[src/rtl/timer_irq_gen.sv]
// rtl/timer_irq_gen.sv - memory-mapped down-counting timer, sole source of the CPU interrupt
// Define TIMER_PRESCALE_EN to add the PRESCALE_W-bit count prescaler at addr 3.
module timer_irq_gen #(
  parameter int          PRESCALE_W   = 8,
  parameter logic [31:0] RESET_PRESET = 32'h0
) (
  input  logic        clk,
  input  logic        reset,
  input  logic [1:0]  addr,
  input  logic        we,
  input  logic [31:0] wdata,
  output logic [31:0] rdata,
  output logic        irq
);

  typedef enum logic [1:0] {IDLE, LOAD, CNT, INT} state_t;

  state_t                state, state_nxt;
  logic [3:0]            ctrl;
  logic [31:0]           preset;
  logic [31:0]           count;
  logic                  irq_flag;
  logic [PRESCALE_W-1:0] prescale;
  logic                  tick;
  logic                  wr_ctrl, wr_preset, en, auto_reload;

  assign wr_ctrl     = we && (addr == 2'd0);
  assign wr_preset   = we && (addr == 2'd1);
  assign en          = ctrl[0];
  assign auto_reload = (ctrl[2:1] == 2'b01);

`ifdef TIMER_PRESCALE_EN
  logic [PRESCALE_W-1:0] div;
  logic                  wr_prescale;

  assign wr_prescale = we && (addr == 2'd3);
  assign tick        = (div == prescale);

  always_ff @(posedge clk or negedge reset) begin
    if (!reset) begin
      prescale <= '0;
      div      <= '0;
    end else begin
      if (wr_prescale)
        prescale <= wdata[PRESCALE_W-1:0];
      if (wr_prescale || state == LOAD)
        div <= '0;
      else if (state == CNT && en)
        div <= tick ? '0 : div + PRESCALE_W'(1);
    end
  end
`else
  assign prescale = '0;
  assign tick     = 1'b1;
`endif

  always_comb begin
    state_nxt = state;
    case (state)
      IDLE:    if (en) state_nxt = LOAD;
      LOAD:    state_nxt = CNT;
      CNT:     if (en && tick && count <= 32'd1) state_nxt = INT;
      INT:     state_nxt = auto_reload ? LOAD : IDLE;
      default: state_nxt = IDLE;
    endcase
  end

  always_ff @(posedge clk or negedge reset) begin
    if (!reset) begin
      state    <= IDLE;
      ctrl     <= 4'd0;
      preset   <= RESET_PRESET;
      count    <= 32'd0;
      irq_flag <= 1'b0;
    end else begin
      state <= state_nxt;

      // A CPU CTRL write overrides the one-shot self-disable on the same edge.
      if (wr_ctrl)
        ctrl <= wdata[3:0];
      else if (state == INT && !auto_reload)
        ctrl[0] <= 1'b0;

      if (wr_preset)
        preset <= wdata;

      if (state == LOAD)
        count <= preset;
      else if (state == CNT && en && tick)
        count <= (count > 32'd1) ? count - 32'd1 : 32'd0;

      // LOAD with the flag up only follows an auto-reload INT, so it ends the pulse.
      if (state == INT)
        irq_flag <= auto_reload || !(wr_ctrl || wr_preset);
      else if (wr_ctrl || wr_preset || state == LOAD)
        irq_flag <= 1'b0;
    end
  end

  always_comb begin
    rdata = 32'd0;
    case (addr)
      2'd0: rdata = {28'd0, ctrl};
      2'd1: rdata = preset;
      2'd2: rdata = count;
      2'd3: rdata = 32'(prescale);
      default: rdata = 32'd0;
    endcase
  end

  assign irq = ctrl[3] & irq_flag;

endmodule

[config.mk]
export PLATFORM = sky130hd
export DESIGN_NAME = timer_irq_gen
export DESIGN_NICKNAME = d
export VERILOG_FILES = /design/src/rtl/timer_irq_gen.sv
export SDC_FILE = /design/constraint.sdc
export NUM_CORES = 1
export LEC_CHECK = 0
export CAP_MARGIN = 40
export CORE_MARGIN = 3
export CORE_UTILIZATION = 55
export DETAILED_ROUTE_END_ITERATION = 8
export HOLD_SLACK_MARGIN = 0.02
export PLACE_DENSITY = 0.91
export SKIP_CTS_REPAIR_TIMING = 1
export SLEW_MARGIN = 20
export SYNTH_ARGS = -nofsm -noshare
export SYNTH_HDL_FRONTEND = slang
export SYNTH_SLANG_ARGS = --single-unit
[constraint.sdc]
create_clock -name clk -period 4.9 [get_ports clk]
set_input_delay 1.225 -clock clk [delete_from_list [all_inputs] [get_ports clk]]
set_output_delay 1.225 -clock clk [all_outputs]
set_load 0.02 [all_outputs]
After elaboration in Yosys (flattened, before gate mapping)

Cells that the tools add are included.

Bits in registers: 71
Input port bits: 37
Output and inout bits: 33
Logic and storage cells: 47

$add $sub $neg: 1
Magnitude comparators: 2
Equal/unequal tests: 9
Muxes and demuxes: 12
Bitwise gates (word level): 1
Reduce and logical (&&, ||, !) cells: 16

Operator list:

| kind                                                  | count |
|---|---|
| one-hot mux 32 bit (4 select lines)                   | 1 |
| two-way mux 32 bit                                    | 3 |
| > comparator 32 x 1 -> 1 bit (second input constant)  | 1 |
| <= comparator 32 x 1 -> 1 bit (second input constant) | 1 |
| subtractor 32 x 1 -> 32 bit (second input constant)   | 1 |
| == test 2 bit (second input constant)                 | 4 |
| one-hot mux 2 bit (4 select lines)                    | 1 |
| == test 2 x 1 -> 1 bit (second input constant)        | 3 |
| nonzero test 2 bit                                    | 3 |
| logical AND 1 bit                                     | 5 |
| two-way mux 1 bit                                     | 5 |
| logical NOT 2 bit                                     | 2 |
| two-way mux 2 bit                                     | 2 |
| != test 2 bit (second input constant)                 | 2 |
| logical OR 1 bit                                      | 3 |
| logical NOT 1 bit                                     | 2 |
| AND reduction 2 bit                                   | 1 |
| bitwise AND 1 bit                                     | 1 |

Longest topological paths before layout

Depth in word-level cells: 6
Depth in mapped cells: 10
Gate-level depth less buffers: 8

Worst setup path before layout

Ideal clock, no wire load.

Kind: input to output
From: in addr[1]
To: out rdata[10]
Data arrival time: 2.533 ns
Data required time: 3.675 ns
Slack: 1.142 ns
Stages: 5
Path buffers: 2
Cell sequence: clkbuf_1 -> inv_1 -> nor2_1 -> clkbuf_1 -> a22o_1

Cells in the longest elaborated chain, start to end: 2

Ends and longest elaborated chain:

| element                               | RTL line | source |
|---|---|---|
| start, declared                       | 9        | `input logic [1:0] addr,` |
| == test 2 bit (tied with other cells) | 102      | `case (addr)` |
| one-hot mux 32 bit (4 select lines) * | 102      |  |
| end, declared                         | 12       | `output logic [31:0] rdata,` |

Every way passes the cells marked *; elsewhere a longest branch is shown, timed or not.

Final worst setup path

From: in addr[0]
To: out rdata[10]

The elaborated chain is that of the path after synthesis.

==> summary.md <==
| Metric | Value |
|---|---|
| Run status | finished, final reports clean |
| Sequential cell area fraction in the yosys report | 0.4644 |
| Number of synthesized flops with an enable pin | 0 |
| CP endpoint kind | output pin |
| GRT Total Usage | 0.2488 |
| Clk pin slew, worst setup/hold paths | around 0.07 ns |
| Delay-heaviest family, CP | buffers and inverters |
| FMAX | roughly 230 MHz |
| Syn Area/Cell | 10.04 µm² |
| Final Cycle Share | 0.8973 |
| CTS sink count | between 70 and 80 |
| Top cells by area, synth | dfrtp_1 (46%), mux2_2 (11%), a22o_1 (6.6%) |
| DRC | 0 |
| Worst Path Required | roughly 3.7 ns |
| CTS buffer count | 9 |
| Core area | 6531 µm² |
| Slowest cell delay on critical path | approximately 0.6 ns |
| Final Max Tran Viols | 0 |
| Buf/Inv on CP | 3 |
| CTS H-Tree Depth | 3 |
| Most used cell along the critical path | clkdlybuf4s50_1 |
| Number of port buffers | 69 |
| # rows | 29 |
| Post-Synthesis Cells | roughly 380 |
| Largest net degree at the start of global routing | roughly 40 |
| Avg Vias per Cell | about 6.1 |
| Fin nets | a little under 500 |
| Iteration-0 DRC Markers | approximately 210 |
| Final Wtd Congestion | a little over 0.8 |
| Distinct cell type count after synthesis | 40 |
| Fillcell total | 467 |
| VDD IR max | roughly 0.33 mV |
| Final hold violations | 0 |
| Slowest CP cell | clkdlybuf4s50_1 |
| Layout cell share with drive strength beyond 1 | 0.1508 |
| Root Driver | clkbuf_8 |
| Leakage dissipation | approximately 1.9 nW |
| First-pass DRT Iterations | 4 |
| CP arrival | between 3 and 4 ns |
| CP startpoint kind | primary input |
| Multi-input logic area | between 1500 and 2000 µm² |
| Ys async rst share | 1.000 |
| Hold slack | around 0.5 ns |
| Synthesis-to-layout area growth | 24.89% |
| Die Ht | 89.41 µm |
| Warning count from the yosys run | 0 |
| Worst min path class | reg -> reg |
| Antenna diodes | 0 |
| CP max FO | 33 |
| Layout Utilization | 0.7316 |
| Initial cell density of the core | 0.5858 |
| Worst-skew pair later-pin latency | approximately 0.34 ns |
| Grt total ovfl | 0 |
| Hold Crit Depth | 2 |
| CTS tree | done |
| Sequential cell area | around 1800 µm² |
| Final Skew | around 0.0063 ns |
| Max_slew headroom | 0.4800 |
| Crit Path Class | in -> out |
| Global-route wire length before repair | about 15000 µm |
| Yosys top cell area share | 0.4644 |
| HPWL Detailed | ~6400 µm |
| Initial antenna violation count | 0 |
| Post-Syn Area | around 3800 µm² |
| Final Cell Area | between 4000 and 5000 µm² |
| Worst Max-Slew Pin Slew | about 0.78 ns |
| Most used flip-flop cell after synthesis | dfrtp_1 |
| Most common cell after layout, fill and taps aside | dfrtp_1 |
| R2R Setup Slk | a little under 2 ns |
| Commonest cells after routing, fill and taps aside | dfrtp_1 (71), clkdlybuf4s50_1 (68), nand2_1 (42) |
| DIE WIDTH | 89.41 µm |
| I/O pins | 70 |
| Post-Place Cell Area | 4568 µm² |
| Yosys reg bits | 71 |
| Max_cap viols | 0 |
| Synth area leader | dfrtp_1 |
| Setup TNS | 0 ns |
| Number of antenna-violating nets in the routed design | 0 |
| Avg WL per Cell | roughly 18 µm |
| Drt total wl | just over 9000 µm |
| Pwr Density | between 500 and 600 nW/µm² |
| Worst path depth | 5 |
| Vias in the first global route | 3290 |
| Via count | between 3000 and 4000 |
| Area of the die | 7993 µm² |
| Syn Nets | about 420 |
| Final setup violating endpoints | 0 |
| Clock buffer depth | 2 |
| RSZ-0062 raised after global routing | false |
| Fin crit period | 4.397 ns |
| Critical-path cell list | clkdlybuf4s50_1 -> nor2b_2 -> buf_4 -> a22o_1 -> clkdlybuf4s50_1 |
| Worst-case reg-to-reg path depth | 5 |
==> flip-flops by register name, indices dropped and copies added, names as in the netlist <==
signal,cells
ctrl,4
state,2
count,32
preset,32
irq_flag,1
==> worst reg2reg max path, stage by stage (launching register included) <==
cell	delay (ns)
dfrtp_1	0.46
or4_4	0.56
or4_4	0.56
or4_1	0.67
a21oi_1	0.25
mux2_2	0.36
==> power breakdown <==
part	total [W]	leakage [nW]	switching, W	internal (W)
Combinational	0.000941	0.959	0.000503	0.000439
Sequential	0.00101	0.861	0.000231	0.000784
Clock	0.000456	0.0987	0.000217	0.000239
==> per-stage QoR <==
step	std cells	power (W)	setup WS [ns]
6_report	528	0.002412	0.5032
5_1_grt	528	0.002568	0.3923
4_1_cts	527	0.002400	0.5045
3_5_place_dp	511	0.001941	0.5147
3_3_place_gp	511	0.001884	0.5360
2_1_floorplan	381	0.001603	1.142
==> cell families (layout without fill, tap and decap cells) <==
group                    after synthesis  in the layout  share of synthesized area
AO/OA/AOI/OAI                         87             87                     0.1491
XOR/XNOR                              19             19                    0.04349
buffers and inverters                 32            102                    0.03335
multiplexers                          40             40                     0.1164
adder cells (fa/ha/maj)                6              6                    0.01962
flip-flops                            71             71                     0.4644
AND/OR/NAND/NOR                      126            126                     0.1736
==> synth_stat cells (7+ instances only) <==
master and number:
dfrtp_1 71, nand2_1 42, o21ai_0 37, mux2_2 36, a22o_1 29, clkbuf_1 18
nor2_1 17, nor3_1 15, xnor2_1 15, or3_1 12, inv_1 10, a21oi_1 8
nor4_1 7
==> layout make-up <==
cell class | count | area share
repair buffers | 76 | 0.1561
flip-flops and latches | 71 | 0.3718
clock buffers | 14 | 0.03823
well taps | 77 | 0.02016
inverters | 10 | 0.007855
clock inverters | 2 | 0.002618
multi-input cells | 278 | 0.4032
==> final timing paths <==
path / start / endpoint
hold reg to reg: preset[5] / count[5]
setup / recovery: addr[0] / rdata[10]
hold / removal: preset[5] / count[5]
min in group asynchronous: reset / preset[6]
max in group asynchronous: reset / preset[23]
setup reg to reg: count[10] / state[1]
==> metal layers <==
| metal | global-route usage | routed length, µm |
|---|---|---|
| met1 | 0.3228 | 4080 |
| met2 | 0.4193 | 4691 |
| met3 | 0.04516 | 360 |
| met4 | 0.08660 | 152 |
| met5 | 0 | 0 |
(Power assumes the default switching activity.)
